`src/rtl/stopwatch_pkg.sv`:
```
// Shared types and constants for the stopwatch controller slice.
//   state_t : controller states (IDLE, RUN, PAUSE)
//   BCD_W   : bits per decimal digit
//   BCD_MAX : largest value a decimal digit can hold
package stopwatch_pkg;

  localparam int unsigned BCD_W = 4;
  localparam logic [BCD_W-1:0] BCD_MAX = 4'd9;

  typedef enum logic [1:0] {
    IDLE,
    RUN,
    PAUSE
  } state_t;

endpackage

```
`src/rtl/stopwatch_ctrl_if.sv`:
```
// Front-panel / display bundle of the stopwatch controller.
//   start_stop, clear, lap : synchronised button levels (panel -> controller)
//   bcd                    : displayed count, digit 0 in bits [3:0]
//   running, lap_active    : status flags
//   overflow               : sticky wrap-past-all-9s flag
// master = panel/display side, slave = controller side.
interface stopwatch_ctrl_if #(
  parameter int unsigned DIGITS = 4
);
  import stopwatch_pkg::*;

  logic                      start_stop;
  logic                      clear;
  logic                      lap;
  logic [BCD_W*DIGITS-1:0]   bcd;
  logic                      running;
  logic                      lap_active;
  logic                      overflow;

  modport master (
    output start_stop, clear, lap,
    input  bcd, running, lap_active, overflow
  );

  modport slave (
    input  start_stop, clear, lap,
    output bcd, running, lap_active, overflow
  );

endinterface

```
`src/rtl/bcd_digit.sv`:
```
// Single decade (0-9) counter stage.
//   clock, reset_n : rising-edge clock, asynchronous active-low reset
//   en             : advance by one (9 wraps to 0)
//   clr            : synchronous zero, takes priority over en
//   q              : current digit value
//   carry          : en while the digit is at 9 (this step wraps it)
module bcd_digit
  import stopwatch_pkg::*;
(
  input  logic             clock,
  input  logic             reset_n,
  input  logic             en,
  input  logic             clr,
  output logic [BCD_W-1:0] q,
  output logic             carry
);

  always_ff @(posedge clock or negedge reset_n) begin
    if (!reset_n) begin
      q <= '0;
    end else if (clr) begin
      q <= '0;
    end else if (en) begin
      q <= (q == BCD_MAX) ? '0 : q + BCD_W'(1);
    end
  end

  assign carry = en & (q == BCD_MAX);

endmodule

```
`src/rtl/stopwatch_ctrl.sv`:
```
// Stopwatch sequencer: button edge detection, IDLE/RUN/PAUSE FSM,
// tick prescaler, cascaded BCD digits, lap freeze and overflow flag.
//   clock, reset_n : rising-edge clock, asynchronous active-low reset
//   sw (slave)     : button levels in; bcd/running/lap_active/overflow out
// Parameters: TICK_DIV clock cycles per count tick (>=2), DIGITS digits (>=1).
module stopwatch_ctrl
  import stopwatch_pkg::*;
#(
  parameter int unsigned TICK_DIV = 10,
  parameter int unsigned DIGITS   = 4
) (
  input  logic            clock,
  input  logic            reset_n,
  stopwatch_ctrl_if.slave sw
);

  localparam int unsigned PW = (TICK_DIV > 1) ? $clog2(TICK_DIV) : 1;
  localparam logic [PW-1:0] PRESC_LAST = PW'(TICK_DIV - 1);

  state_t state, state_next;

  logic start_q, clear_q, lap_q;
  logic ev_start, ev_clear, ev_lap;

  logic [PW-1:0]            presc;
  logic                     tick;
  logic                     clear_now;

  logic [DIGITS-1:0]        en;
  logic [DIGITS-1:0]        carry;
  logic [BCD_W*DIGITS-1:0]  count;
  logic                     wrap;

  logic [BCD_W*DIGITS-1:0]  lap_reg;
  logic                     lap_active;
  logic                     overflow;

  assign ev_start = sw.start_stop & ~start_q;
  assign ev_clear = sw.clear      & ~clear_q;
  assign ev_lap   = sw.lap        & ~lap_q;

  assign tick = (state == RUN) && (presc == PRESC_LAST);

  // Enables are decoded from the registered digits rather than chained
  // through the stage carries, so there is no combinational path from one
  // stage's carry back into the next stage's enable.
  always_comb begin
    logic lower_nines;
    en          = '0;
    lower_nines = 1'b1;
    for (int unsigned k = 0; k < DIGITS; k++) begin
      en[k]       = tick & lower_nines;
      lower_nines = lower_nines & (count[k*BCD_W +: BCD_W] == BCD_MAX);
    end
  end

  for (genvar k = 0; k < DIGITS; k++) begin : g_digit
    bcd_digit u_digit (
      .clock   (clock),
      .reset_n (reset_n),
      .en      (en[k]),
      .clr     (clear_now),
      .q       (count[k*BCD_W +: BCD_W]),
      .carry   (carry[k])
    );
  end

  // Every stage carries only when the tick hits an all-9s count.
  assign wrap = &carry;

  always_comb begin
    state_next = state;
    clear_now  = 1'b0;
    unique case (state)
      IDLE: begin
        if (ev_start) state_next = RUN;
      end
      RUN: begin
        if (ev_start) state_next = PAUSE;
      end
      PAUSE: begin
        if (ev_clear) begin
          state_next = IDLE;
          clear_now  = 1'b1;
        end else if (ev_start) begin
          state_next = RUN;
        end
      end
      default: state_next = IDLE;
    endcase
  end

  always_ff @(posedge clock or negedge reset_n) begin
    if (!reset_n) begin
      state      <= IDLE;
      start_q    <= 1'b0;
      clear_q    <= 1'b0;
      lap_q      <= 1'b0;
      presc      <= '0;
      lap_reg    <= '0;
      lap_active <= 1'b0;
      overflow   <= 1'b0;
    end else begin
      state   <= state_next;
      start_q <= sw.start_stop;
      clear_q <= sw.clear;
      lap_q   <= sw.lap;

      if (clear_now) begin
        presc <= '0;
      end else if (state == RUN) begin
        presc <= tick ? '0 : presc + PW'(1);
      end

      if (clear_now) begin
        overflow <= 1'b0;
      end else if (wrap) begin
        overflow <= 1'b1;
      end

      // count still holds its pre-tick value here, which is what a lap captures
      if (clear_now) begin
        lap_active <= 1'b0;
      end else if (ev_lap) begin
        if (lap_active) begin
          lap_active <= 1'b0;
        end else if (state == RUN) begin
          lap_reg    <= count;
          lap_active <= 1'b1;
        end
      end
    end
  end

  assign sw.bcd        = lap_active ? lap_reg : count;
  assign sw.running    = (state == RUN);
  assign sw.lap_active = lap_active;
  assign sw.overflow   = overflow;

endmodule

```
`src/flat_wrapper.sv`:
```
// flat-port wrapper written by rule: the top's interface ports become plain ports
module stopwatch_ctrl_flat import stopwatch_pkg::*;
#(
  parameter int unsigned TICK_DIV = 10,
  parameter int unsigned DIGITS   = 4
)
  (clock, reset_n, sw_start_stop, sw_clear, sw_lap, sw_bcd, sw_running, sw_lap_active, sw_overflow);
  stopwatch_ctrl_if #(.DIGITS(DIGITS)) sw_i ();
  input  logic clock;
  input  logic reset_n;
  input wire logic [$bits(sw_i.start_stop)-1:0] sw_start_stop;
  input wire logic [$bits(sw_i.clear)-1:0] sw_clear;
  input wire logic [$bits(sw_i.lap)-1:0] sw_lap;
  output wire logic [$bits(sw_i.bcd)-1:0] sw_bcd;
  output wire logic [$bits(sw_i.running)-1:0] sw_running;
  output wire logic [$bits(sw_i.lap_active)-1:0] sw_lap_active;
  output wire logic [$bits(sw_i.overflow)-1:0] sw_overflow;
  assign sw_i.start_stop = sw_start_stop;
  assign sw_i.clear = sw_clear;
  assign sw_i.lap = sw_lap;
  assign sw_bcd = sw_i.bcd;
  assign sw_running = sw_i.running;
  assign sw_lap_active = sw_i.lap_active;
  assign sw_overflow = sw_i.overflow;
  stopwatch_ctrl #(.TICK_DIV(TICK_DIV), .DIGITS(DIGITS)) u_core (.clock(clock), .reset_n(reset_n), .sw(sw_i));
endmodule
```
`config.mk`:
```
export PLATFORM = sky130hd
export DESIGN_NAME = stopwatch_ctrl_flat
export DESIGN_NICKNAME = d
export VERILOG_FILES = /design/src/rtl/stopwatch_pkg.sv /design/src/rtl/stopwatch_ctrl_if.sv /design/src/rtl/bcd_digit.sv /design/src/rtl/stopwatch_ctrl.sv /design/src/flat_wrapper.sv
export SDC_FILE = /design/constraint.sdc
export NUM_CORES = 1
export LEC_CHECK = 0
export BUFFER_PORTS_ARGS = -buffer_cell sky130_fd_sc_hd__buf_2
export CAP_MARGIN = 25
export CORE_ASPECT_RATIO = 0.7
export CORE_MARGIN = 2
export CORE_UTILIZATION = 45
export CTS_BUF_LIST = sky130_fd_sc_hd__clkbuf_16
export CTS_CLUSTER_SIZE = 40
export DETAILED_ROUTE_END_ITERATION = 7
export GPL_TIMING_DRIVEN = 0
export SLEW_MARGIN = 40
export SYNTH_ARGS = -nofsm -noshare
export SYNTH_HDL_FRONTEND = slang
export SYNTH_SLANG_ARGS = --single-unit
```
`constraint.sdc`:
```
create_clock -name clock -period 2.35 [get_ports clock]
set_input_delay 0.1175 -clock clock [delete_from_list [all_inputs] [get_ports clock]]
set_output_delay 0.1175 -clock clock [all_outputs]
set_load 0.005 [all_outputs]
```
==> flow_summary.json, run 1 <==
{
  "cts_root_buffer": "clkbuf_16",
  "fmax_mhz": 512,
  "drc": 0,
  "tritoncts": "built",
  "drt_pass1_iterations": 4,
  "port_buffers": 23,
  "cp_top_family": "simple AND/OR/NAND/NOR gates",
  "finalSetupViolCount": 0,
  "synth.area.top_cells": "dfrtp_1, mux2_1, mux2_2",
  "crit_path_end_kind": "flip-flop",
  "cts_hold_buf": 4,
  "p_per_area_nw_per_um2": 1100,
  "start_kind": "flip-flop",
  "cp_max_fo": 10,
  "fin_worst_skew_ps": 7.43,
  "clkTransAtPathRegs_ps": 60,
  "cts-resized-gates": 0,
  "path_class": "reg -> reg",
  "post_cts_buffers": 0,
  "ctsHtreeMaxLevel": 2,
  "finalInstanceArea_um2": 2660,
  "rows": 21,
  "cap_violations": 0,
  "vdd_drop_max_v": 0.000450,
  "max_slew_margin": 0.563,
  "ys.flop_type": "dfrtp_1",
  "fin_crit_sh": 0.831,
  "dieArea_um2": 5590,
  "grt_pass1_wl_um": 7910,
  "clock-sinks": 43,
  "synth-edff-count": 0,
  "wl_um": 4500,
  "drtIter0Drc": 95,
  "final_nets": 243,
  "yosysMostFrequentCell": "dfrtp_1",
  "overflow": 0,
  "io_pins": 24,
  "wl_per_cell_um": 15.1,
  "hold_viol": 0,
  "postSynthCellCount": 194,
  "crit_required_ps": 2510,
  "worst-slew-pin-transition_ps": 655,
  "async_flop_share": 1.00,
  "utilization": 0.553,
  "critPathBufInv": 2,
  "synthDistinctLibCells": 46,
  "grt_usage": 0.183,
  "cts_buffers": 5,
  "syn-num-nets": 209,
  "ff2ff_setup_slack_ps": 400,
  "die_w_um": 88.5,
  "vias": 1613,
  "syn2layout_area_growth_pct": 18.1,
  "place_ws_ps": 407,
  "finalWorstSetupSlack_ps": 397,
  "seq_area_frac_synth": 0.478,
  "clock_latency_ps": 280,
  "cts_buffer_depth": 2,
  "place_congestion": 0.747,
  "fin_crit_ps": 1950,
  "start_util": 0.468,
  "dpl_cell_area_um2": 2450,
  "slew_viol_final": 0,
  "yosysWarnings": 0,
  "die_y_um": 63.2,
  "dp_hpwl_um": 3110,
  "grt_setup_unrepaired": "false",
  "yosysTopAreaCellShare": 0.478,
  "arrival_ps": 2110,
  "cpPeakStageDelay_ps": 450,
  "antenna_found_initial": 0,
  "worstPathCellList": "nand2b_1 > buf_2 > nor3_4 > buf_4 > mux2_1",
  "grt_max_degree": 44,
  "postRouteAntennaNets": 0,
  "synth_area_leader_cell": "dfrtp_1",
  "tns_ps": 0,
  "drt-vias-per-instance": 5.41,
  "p_leak_uw": 0.00130,
  "core_area_um2": 4810,
  "syn-mean-instance-area_um2": 11.6,
  "synth_seq_cells": 43,
  "status": "completed",
  "syn_area_um2": 2250,
  "drive_above_1_share": 0.223,
  "cp_slowest_cell": "nor3_4",
  "n_antenna_cell": 0,
  "hold_path.class": "in -> async",
  "synth_common_cells": "dfrtp_1, mux2_1, nand2_1",
  "grt_pass1_vias": 1644
}
-- metrics by stage --
step	std cells	hold WS, ps	total power, uW
final	298	369	2930
after global routing	298	427	3160
after CTS	298	394	2960
after global placement	286	235	2130
after detailed placement	286	147	2180
after floorplan	194	-178	1840
-- final timing paths --
path / to / depth (start not counted) / startpoint
worst max-delay path: u_core.lap_reg[14] / 5 / u_core.state[1]
min in group clock: u_core.lap_reg[8] / 1 / u_core.lap_reg[8]
max in group asynchronous: u_core.g_digit[3].u_digit.q[2] / 2 / reset_n
worst max register to register: u_core.lap_reg[14] / 5 / u_core.state[1]
worst min register to register: u_core.lap_reg[8] / 1 / u_core.lap_reg[8]
worst min-delay path: u_core.g_digit[1].u_digit.q[3] / 2 / reset_n
-- cells by family after synthesis --
kind of cell    Yosys count  synth area share
buf+inv                  13            0.0245
compound gates           32            0.0895
mux                      31             0.153
simple gates             61             0.183
xor+xnor                  4            0.0156
fa+ha+maj                10            0.0556
flops                    43             0.478
-- report_power, final --
group | switching, uW | total (uW) | internal (uW)
Combinational | 446 | 919 | 473
Clock | 268 | 763 | 495
Sequential | 252 | 1250 | 997
Total | 966 | 2930 | 1960
-- per-layer routing --
| metal | share of wire | routed length, um | up-vias | global-route usage |
|---|---|---|---|---|
| met5 | 0 | 0 | - | 0 |
| met4 | 0.012 | 54 | 0 | 0.0530 |
| met3 | 0.040 | 181 | 5 | 0.0472 |
| met2 | 0.45 | 2030 | 34 | 0.284 |
| met1 | 0.50 | 2230 | 804 | 0.254 |
| li1 | - | - | 770 | - |
-- layout by cell type (no fill, tap or decap), types with 3 or more instances in the layout --
cell type / instances
a21oi_1: 8
nand2b_1: 3
mux2_1: 16
a31oi_1: 4
nor2_1: 8
nor2b_1: 3
mux2i_1: 3
and3b_1: 4
nand2_1: 16
o21ai_0: 8
and3_1: 3
nand3_1: 4
buf_2: 24
dfrtp_1: 43
inv_1: 7
or3_1: 3
dlygate4sd3_1: 4
clkbuf_16: 5
ha_1: 10
mux2_2: 12
-- cell type report --
type                    count  area [um^2]
fillers                   427         2150
multi-input cells         138         1120
flip-flops and latches     43         1080
repair buffers             27          158
clock buffers               5          125
well taps                  69         86.3
clock inverters             3         38.8
plain buffers               6         28.8
inverters                   7         26.3
No activity file was read; power rests on OpenSTA's default activity.
==> run 2: changes to the inputs <==
==> constraint.sdc (replaced) <==
create_clock -name clock -period 2 [get_ports clock]
set_input_delay 0.1 -clock clock [delete_from_list [all_inputs] [get_ports clock]]
set_output_delay 0.1 -clock clock [all_outputs]
set_load 0.005 [all_outputs]
==> flow_summary.json, run 2 (same netlist as run 1, synthesis figures left out) <==
{
  "status": "completed",
  "cts_buffer_depth": 2,
  "rr_worst_depth": 6,
  "drt_pass1_iterations": 4,
  "final_nets": 248,
  "crit_required_ps": 2200,
  "start_kind": "flip-flop",
  "grt_pass1_vias": 1644,
  "cp_top_family": "simple AND/OR/NAND/NOR gates",
  "tritoncts": "built",
  "vias": 1617,
  "p_per_area_nw_per_um2": 1280,
  "reg2reg_from": "u_core.presc[1]",
  "clkTransAtPathRegs_ps": 60,
  "max_slew_margin": 0.565,
  "fin_crit_ps": 1910,
  "path_depth": 6,
  "finalInstanceArea_um2": 2700,
  "start_util": 0.468,
  "clock_latency_ps": 280,
  "fillers": 426,
  "layout_common_cells": "dfrtp_1, buf_2, nand2_1, mux2_1, mux2_2",
  "die_w_um": 88.5,
  "wl_um": 4520,
  "worstPathCellList": "inv_1 > ha_1 > nand4b_4 > nand4b_4 > or4_1 > a21oi_1",
  "port_buffers": 23,
  "multiInputGateArea_um2": 1120,
  "p_leak_uw": 0.00132,
  "dieArea_um2": 5590,
  "grt_usage": 0.183,
  "fin_worst_skew_ps": 6.54,
  "cts_buffers": 5,
  "antenna_found_initial": 0,
  "wl_per_cell_um": 14.9,
  "rr_endpoint": "u_core.g_digit[3].u_digit.q[2]",
  "cpPeakStageDelay_ps": 490,
  "hold_path.class": "in -> async",
  "overflow": 0,
  "n_antenna_cell": 0,
  "slew_viol_final": 0,
  "finalSetupViolCount": 0,
  "fin_crit_sh": 0.955,
  "syn2layout_area_growth_pct": 19.8,
  "critPathLaunch": "u_core.presc[1]",
  "postRouteAntennaNets": 0,
  "ctsHtreeMaxLevel": 2,
  "arrival_ps": 2110,
  "cts_root_buffer": "clkbuf_16",
  "grt_pass1_wl_um": 7910,
  "dpl_cell_area_um2": 2450,
  "rows": 21,
  "drtIter0Drc": 94,
  "die_y_um": 63.2,
  "clock-sinks": 43,
  "vdd_drop_max_v": 0.000528,
  "drc": 0,
  "grt_max_degree": 44,
  "drive_above_1_share": 0.244,
  "place_congestion": 0.747,
  "ff2ff_setup_slack_ps": 90,
  "regArea_um2": 1080,
  "cp-endpoint": "u_core.g_digit[3].u_digit.q[2]",
  "final_common_cell": "dfrtp_1",
  "worst-slew-pin-transition_ps": 652,
  "fmax_mhz": 523,
  "hold_viol": 0,
  "cp_max_fo": 9,
  "dp_hpwl_um": 3110,
  "io_pins": 24,
  "tns_ps": 0,
  "cp_slowest_cell": "or4_1",
  "grt_setup_unrepaired": "false",
  "path_class": "reg -> reg",
  "crit_top_cell": "nand4b_4",
  "core_area_um2": 4810,
  "utilization": 0.561,
  "drt-vias-per-instance": 5.34,
  "crit_path_end_kind": "flip-flop",
  "cap_violations": 0,
  "critPathBufInv": 1
}
[run 2: changes by cell type in the layout (fill, tap and decap cells not counted), sizes merged]
| cell | before | now |
|---|---|---|
| buf | 27 | 32 |
[run 2: power breakdown]
| group | switching [uW] | internal (uW) | leakage (uW) |
|---|---|---|---|
| registers | 297 | 1170 | 0.000540 |
| logic | 524 | 561 | 0.000702 |
| clock network | 312 | 582 | 0.0000812 |
[run 2: layout make-up]
type	instances	share of cell area
plain buffers	6	0.0107
well taps	69	0.0320
flip-flops and latches	43	0.399
clock inverters	3	0.0144
clock buffers	5	0.0464
inverters	7	0.00974
multi-input cells	138	0.416
repair buffers	32	0.0724
[run 2: worst min-delay path by stage]
stage,startpoint,to,slack [ps]
final,reset_n,u_core.g_digit[1].u_digit.q[3],350
after CTS,reset_n,u_core.lap_reg[7],380
after global placement,sw_clear,u_core.clear_q,220
after global routing,reset_n,u_core.g_digit[1].u_digit.q[3],410
after floorplan,reset_n,u_core.clear_q,-200
after detailed placement,reset_n,u_core.lap_reg[4],130
[run 2: metal layers]
| layer | vias up | GRT usage | part of all wire |
|---|---|---|---|
| li1 | 780 | - | - |
| met1 | 801 | 0.254 | 0.50 |
| met2 | 31 | 0.284 | 0.45 |
| met3 | 5 | 0.0472 | 0.039 |
| met4 | 0 | 0.0530 | 0.011 |
| met5 | - | 0 | 0 |
[run 2: repair_timing]
action,in CTS,in global routing
hold buffers,4,0
setup endpoints to repair,0,12
buffers inserted,0,5
hold endpoints to repair,46,0
gates resized for setup,0,1
[run 2: stage by stage]
stage	power, uW	worst slack (ps)	std cells	hold slack, ps
after floorplan	2160	275	194	-196
after global placement	2500	104	286	217
after detailed placement	2560	56.9	286	129
after CTS	3480	46.2	298	376
after global routing	3710	0.680	303	409
final	3450	89.4	303	347
